--- config.mk ---
export PLATFORM = sky130hd
export DESIGN_NAME = fp_divider_seq_flat
export DESIGN_NICKNAME = d
export VERILOG_FILES = /design/src/rtl/fpu_pkg.sv /design/src/rtl/fp_divider_seq_if.sv /design/src/rtl/fp_classify.sv /design/src/rtl/fp_divider_seq.sv /design/src/flat_wrapper.sv
export SDC_FILE = /design/constraint.sdc
export NUM_CORES = 1
export LEC_CHECK = 0
export CORE_ASPECT_RATIO = 1.25
export CORE_UTILIZATION = 45
export DETAILED_ROUTE_END_ITERATION = 10
export GPL_TIMING_DRIVEN = 0
export HOLD_SLACK_MARGIN = 0.06
export PLACE_DENSITY = 0.75
export SLEW_MARGIN = 25
export SYNTH_ARGS = -nofsm -noshare
export SYNTH_HDL_FRONTEND = slang
export SYNTH_SLANG_ARGS = --single-unit
--- constraint.sdc ---
create_clock -name clk -period 5.8 [get_ports clk]
set_input_delay 1.16 -clock clk [delete_from_list [all_inputs] [get_ports clk]]
set_output_delay 1.16 -clock clk [all_outputs]
set_load 0.05 [all_outputs]
--- src/rtl/fpu_pkg.sv ---
// fpu_pkg: shared opcodes, IEEE-754 constants and divider FSM encoding for the FPU slice.
package fpu_pkg;
  localparam logic [3:0] ADD = 4'b0000;
  localparam logic [3:0] SUB = 4'b0001;
  localparam logic [3:0] MUL = 4'b0010;
  localparam logic [3:0] DIV = 4'b0011;
  localparam int BIAS = 127;
  localparam int EXP_MAX = 255;
  localparam logic [31:0] QNAN = 32'h7FC00000;
  typedef enum logic [1:0] {IDLE, DIVIDE, NORM, DONE} state_e;
  function automatic logic [31:0] fp_inf(input logic s);
    return {s, 8'hFF, 23'h0};
  endfunction
  function automatic logic [31:0] fp_zero(input logic s);
    return {s, 31'h0};
  endfunction
endpackage

--- src/rtl/fp_divider_seq_if.sv ---
// fp_divider_seq_if: start/busy/done request bus carrying operands, quotient and flags.
interface fp_divider_seq_if;
  logic start;
  logic [31:0] num1;
  logic [31:0] num2;
  logic busy;
  logic done;
  logic [31:0] result;
  logic [3:0] flags;
  modport master (output start, num1, num2, input busy, done, result, flags);
  modport slave (input start, num1, num2, output busy, done, result, flags);
endinterface

--- src/rtl/fp_classify.sv ---
// fp_classify: zero/inf/nan detection for one single-precision operand; subnormals count as zero.
module fp_classify (
  input  logic [31:0] op_i,
  output logic        is_zero_o,
  output logic        is_inf_o,
  output logic        is_nan_o
);
  logic exp_max;
  assign exp_max = &op_i[30:23];
  assign is_zero_o = ~|op_i[30:23];
  assign is_inf_o = exp_max & ~|op_i[22:0];
  assign is_nan_o = exp_max & |op_i[22:0];
endmodule

--- src/rtl/fp_divider_seq.sv ---
// fp_divider_seq: iterative single-precision divider, restoring radix-2, one quotient bit per clock,
// truncating rounding, subnormals flushed to zero.
module fp_divider_seq #(
  parameter int EXP_W = 8,
  parameter int MANT_W = 23,
  parameter logic [31:0] QNAN = 32'h7FC00000
) (
  input logic clk,
  input logic rst,
  fp_divider_seq_if.slave bus
);
  import fpu_pkg::*;
  localparam int EW = EXP_W + 2;
  typedef logic signed [EW-1:0] exp_t;
  state_e state_q, state_d;
  logic sign_q, sign_d;
  exp_t exp_q, exp_d;
  logic [MANT_W+1:0] rem_q, rem_d, quo_q, quo_d;
  logic [MANT_W:0] div_q, div_d;
  logic [4:0] cnt_q, cnt_d;
  logic [31:0] res_q, res_d;
  logic [3:0] flags_q, flags_d;
  logic z1, i1, n1, z2, i2, n2;
  logic sign_in, special;
  logic [35:0] spec_w, norm_w;
  logic [MANT_W+1:0] diff;
  logic ge;
  logic [MANT_W-1:0] mant;
  exp_t exp_n;
  fp_classify u_cls1 (.op_i(bus.num1), .is_zero_o(z1), .is_inf_o(i1), .is_nan_o(n1));
  fp_classify u_cls2 (.op_i(bus.num2), .is_zero_o(z2), .is_inf_o(i2), .is_nan_o(n2));
  assign sign_in = bus.num1[31] ^ bus.num2[31];
  assign special = n1 | n2 | i1 | i2 | z1 | z2;
  assign spec_w = (n1 | n2 | (i1 & i2) | (z1 & z2)) ? {4'b1000, QNAN} :
                  i1 ? {4'b0000, fp_inf(sign_in)} :
                  i2 ? {4'b0000, fp_zero(sign_in)} :
                  z2 ? {4'b0100, fp_inf(sign_in)} : {4'b0000, fp_zero(sign_in)};
  // rem stays below 2*div, so the borrow bit of the trial subtraction is the compare result
  assign diff = rem_q - {1'b0, div_q};
  assign ge = ~diff[MANT_W+1];
  assign mant = quo_q[MANT_W+1] ? quo_q[MANT_W:1] : quo_q[MANT_W-1:0];
  assign exp_n = quo_q[MANT_W+1] ? exp_q : exp_q - exp_t'(1);
  assign norm_w = (exp_n >= exp_t'(EXP_MAX)) ? {4'b0010, fp_inf(sign_q)} :
                  (exp_n <= exp_t'(0)) ? {4'b0001, fp_zero(sign_q)} :
                  {4'b0000, sign_q, exp_n[EXP_W-1:0], mant};
  always_comb begin
    state_d = state_q;
    sign_d = sign_q;
    exp_d = exp_q;
    rem_d = rem_q;
    quo_d = quo_q;
    div_d = div_q;
    cnt_d = cnt_q;
    res_d = res_q;
    flags_d = flags_q;
    case (state_q)
      IDLE: if (bus.start) begin
        sign_d = sign_in;
        if (special) begin
          {flags_d, res_d} = spec_w;
          state_d = DONE;
        end else begin
          rem_d = {2'b01, bus.num1[MANT_W-1:0]};
          div_d = {1'b1, bus.num2[MANT_W-1:0]};
          quo_d = '0;
          cnt_d = '0;
          exp_d = exp_t'({2'b00, bus.num1[MANT_W+EXP_W-1:MANT_W]})
                - exp_t'({2'b00, bus.num2[MANT_W+EXP_W-1:MANT_W]}) + exp_t'(BIAS);
          state_d = DIVIDE;
        end
      end
      DIVIDE: begin
        rem_d = {ge ? diff[MANT_W:0] : rem_q[MANT_W:0], 1'b0};
        quo_d = {quo_q[MANT_W:0], ge};
        cnt_d = cnt_q + 5'd1;
        state_d = (cnt_q == 5'(MANT_W + 1)) ? NORM : DIVIDE;
      end
      NORM: begin
        {flags_d, res_d} = norm_w;
        state_d = DONE;
      end
      default: state_d = IDLE;
    endcase
  end
  always_ff @(posedge clk) begin
    if (rst) begin
      state_q <= IDLE;
      sign_q <= 1'b0;
      exp_q <= '0;
      rem_q <= '0;
      quo_q <= '0;
      div_q <= '0;
      cnt_q <= '0;
      res_q <= '0;
      flags_q <= '0;
    end else begin
      state_q <= state_d;
      sign_q <= sign_d;
      exp_q <= exp_d;
      rem_q <= rem_d;
      quo_q <= quo_d;
      div_q <= div_d;
      cnt_q <= cnt_d;
      res_q <= res_d;
      flags_q <= flags_d;
    end
  end
  assign bus.busy = state_q != IDLE;
  assign bus.done = state_q == DONE;
  assign bus.result = res_q;
  assign bus.flags = flags_q;
endmodule
--- src/flat_wrapper.sv ---
// flat-port wrapper written by rule: the top's interface ports become plain ports
module fp_divider_seq_flat import fpu_pkg::*;
#(
  parameter int EXP_W = 8,
  parameter int MANT_W = 23,
  parameter logic [31:0] QNAN = 32'h7FC00000
)
  (clk, rst, bus_start, bus_num1, bus_num2, bus_busy, bus_done, bus_result, bus_flags);
  fp_divider_seq_if bus_i ();
  input logic clk;
  input logic rst;
  input wire logic [$bits(bus_i.start)-1:0] bus_start;
  input wire logic [$bits(bus_i.num1)-1:0] bus_num1;
  input wire logic [$bits(bus_i.num2)-1:0] bus_num2;
  output wire logic [$bits(bus_i.busy)-1:0] bus_busy;
  output wire logic [$bits(bus_i.done)-1:0] bus_done;
  output wire logic [$bits(bus_i.result)-1:0] bus_result;
  output wire logic [$bits(bus_i.flags)-1:0] bus_flags;
  assign bus_i.start = bus_start;
  assign bus_i.num1 = bus_num1;
  assign bus_i.num2 = bus_num2;
  assign bus_busy = bus_i.busy;
  assign bus_done = bus_i.done;
  assign bus_result = bus_i.result;
  assign bus_flags = bus_i.flags;
  fp_divider_seq #(.EXP_W(EXP_W), .MANT_W(MANT_W), .QNAN(QNAN)) u_core (.clk(clk), .rst(rst), .bus(bus_i));
endmodule
==> flow_metrics.py <==
metrics = {
    "run_status": {
        "status": "complete, no violations",
    },
    "clock_tree": {
        "cts_inserted_buffers": 17,
        "clock_path_buffers": 2,
        "tritoncts": "done",
        "cts_root_buf": "clkbuf_16",
        "cts_resized": 0,
        "hold_buffers": 0,
        "h-tree-depth": 4,
        "path_clk_slew_ns": 0.05,
        "clock_latency_ns": 0.42,
        "post-cts-setup-buffer-count": 0,
        "cts.sinks": 128,
    },
    "job": {
        "maxCapViolations": 0,
    },
    "logic_synthesis": {
        "synthFlopType": "dfxtp_1",
        "synth_top_area_share_pct": 33.8,
        "synth_warnings": 0,
        "ys_types": 71,
        "yosys-top-cells-area": "dfxtp_1, nand2_1, ha_1, a22oi_1, nor2_1",
        "syn_inst": 946,
        "synth_top_cell_by_area": "dfxtp_1",
        "ys_async_sr_fraction_pct": 0,
        "synth_area_per_cell_um2": 8.01,
        "synth_edf_count": 0,
        "yosysSeqAreaShare_pct": 33.8,
        "ys_seq_elements": 128,
        "synthesis.nets": 1051,
        "syn_area_um2": 7580,
    },
    "critical_path": {
        "arrival_ns": 4.31,
        "slowest_delay_ns": 0.73,
        "end_kind": "flop",
        "path_cells": "clkdlybuf4s50_1 -> or4_1 -> nor2_1 -> or4_1 -> nor2_1 -> clkbuf_1 -> a22oi_1 -> o221ai_1",
        "worstPathRequired_ns": 6.13,
        "cp_slowest_cell": "nor2_1",
        "critPathKind": "in2reg",
        "start_kind": "input pin",
        "cp_max_fo": 10,
    },
    "power_and_ir_drop": {
        "p_sw_uw": 1510,
        "p_int_uw": 2430,
        "swShare_pct": 38.4,
        "p_leak_uw": 0.00349,
        "power.density_nw_per_um2": 414,
        "comb_power_share_pct": 43.2,
        "seq_power_share_pct": 26.6,
        "p_clk_share_pct": 30.1,
        "vdd_drop_max_mv": 0.270,
    },
    "floorplan": {
        "die_w_um": 118,
        "core_um2": 16300,
        "start_util_pct": 46.4,
        "rows": 52,
        "die_h_um": 147,
        "ioPinCount": 105,
        "die-area_um2": 17400,
    },
    "drt": {
        "drtIter0Drc": 559,
        "dr.pass1.iters": 6,
        "via_per_inst": 5.79,
        "antenna_left": 0,
        "drt_drc_violations_left": 0,
        "routedWlPerCell_um": 16.6,
        "vias": 7512,
        "drt_wl_total_mm": 21.5,
    },
    "timing": {
        "min_period_ns": 3.98,
        "relSlewSlack_pct": 40.2,
        "fmax_mhz": 251,
        "timing.setup.tns_ns": 0,
        "tightestPinTransition_ns": 0.894,
        "timing.final.crit_share_pct": 68.7,
        "finClkSkew_ns": 0.00970,
        "rsz0062_at_grt": "no",
        "hold_viol_final": 0,
        "setup_violations": 0,
        "finalMaxSlewViolations": 0,
    },
    "grt": {
        "grt_max_degree": 17,
        "grt_pass1_wl_mm": 34.3,
        "grt_usage_pct": 24.9,
        "grt_overflow_total": 0,
        "antenna_found_initial": 0,
        "grt_pass1_vias": 6928,
    },
    "worst_hold_path": {
        "hp-class": "reg2reg",
    },
    "placement": {
        "dp_hpwl_mm": 16.3,
        "dp.cells": 1266,
        "io_buffer_count": 104,
        "place.gp.congestion": 0.954,
    },
    "layout": {
        "num_antenna_cells": 0,
        "area_delta_synth_final_pct": 26.0,
        "drive_above_1_share_pct": 6.38,
        "nNetsFinal": 1174,
        "instances_no_fill": 1298,
    },
}
-- layout by cell type, fill, tap and decap left out, types with 9 or more instances in the layout --
cell type / n
a22oi_1: 53
clkdlybuf4s50_1: 104
nand3_1: 10
nor4_1: 13
nand2b_1: 10
o221ai_1: 10
nor2_1: 98
nand2_1: 121
o21ai_1: 20
o21ai_0: 22
dfxtp_1: 128
a21oi_1: 67
o21a_1: 11
buf_2: 11
o211ai_1: 14
mux2i_1: 26
a21o_1: 9
clkbuf_1: 44
a221o_1: 11
nand4_1: 13
xnor2_1: 21
xor2_1: 17
ha_1: 36
a211oi_1: 10
o21ai_2: 11
clkbuf_16: 17
nor3_1: 16
inv_1: 53
-- kinds of logic after synthesis --
group                    Yosys count  synth area share (%)
AO/OA/AOI/OAI                    277                  25.0
XOR/XNOR                          38                  4.39
adder cells (fa/ha/maj)           38                  6.47
buffers and inverters            110                  6.03
flip-flops                       128                  33.8
multiplexers                      27                  3.58
AND/OR/NAND/NOR                  328                  20.7
-- layer usage --
metal	vias up	track usage, %	part of all wire [%]
met5	-	0	0
met4	0	15.1	4.8
met3	56	4.00	5.6
met2	285	42.7	48
met1	3517	29.2	41
li1	3654	-	-
-- metrics by stage --
| step | utilization [%] | power, uW | instance area (um2) | setup slack, ns | hold slack [ns] |
|---|---|---|---|---|---|
| finish | 58.5 | 3950 | 9550 | 1.82 | 0.444 |
| global route | 58.5 | 4150 | 9550 | 1.74 | 0.466 |
| CTS | 58.5 | 3910 | 9550 | 1.89 | 0.450 |
| detailed placement | 54.4 | 2710 | 8890 | 1.47 | 0.442 |
| global placement | 54.4 | 2690 | 8890 | 1.54 | 0.436 |
| floorplan | - | 2300 | 7580 | 2.41 | 0.436 |
-- area by class of cell --
type	instances	area, um2
Fill cell	1512	6790
Multi-Input combinational cell	708	4560
Sequential cell	128	2560
Timing Repair Buffer	104	1040
Clock buffer	22	474
Tap cell	216	270
Buffer	57	258
Inverter	53	199
Clock inverter	10	181
-- flip-flops by register name, summed over array words and instances (netlist names) --
name / count
u_core.bus.result: 32
u_core.rem_q: 25
u_core.sign_q: 1
u_core.div_q: 24
u_core.state_q: 2
u_core.bus.flags: 4
u_core.quo_q: 25
u_core.cnt_q: 5
u_core.exp_q: 10
-- cells in the mapped netlist, drive strengths merged (11+ instances only) --
library cell and instances:
dfxtp 128, nand2 122, a21oi 69, buf 15
ha 36, nor3 16, nor2 99, xor2 17
clkbuf 42, xnor2 21, nand4 13, a22oi 53
nor4 15, o21a 11, o21ai 53, a221o 11
mux2i 26, o211ai 14, inv 53
-- power by group through the flow --
stage	sequential, uW	clock (uW)	combinational [uW]
after floorplan	1040	0	1260
after global placement	1060	0	1630
after detailed placement	1060	0	1650
after CTS	1050	1190	1670
after global routing	1060	1240	1850
final	1050	1190	1710
-- critical path, delay by kind of cell --
kind | cells | cell delay (ns)
AND/OR/NAND/NOR | 4 | 1.59
AO/OA/AOI/OAI | 2 | 0.39
buffers and inverters | 2 | 1.14
-- final timing paths --
path                              from              endpoint  slack (ns)  cells after the start
setup / recovery          bus_num1[24]      u_core.rem_q[11]        1.82                      8
hold / removal    u_core.bus.result[9]  u_core.bus.result[9]        0.44                      2
setup reg to reg       u_core.rem_q[0]      u_core.rem_q[13]        2.60                     12
hold reg to reg   u_core.bus.result[9]  u_core.bus.result[9]        0.44                      2
Note: power is estimated with default switching activity, not from simulation.
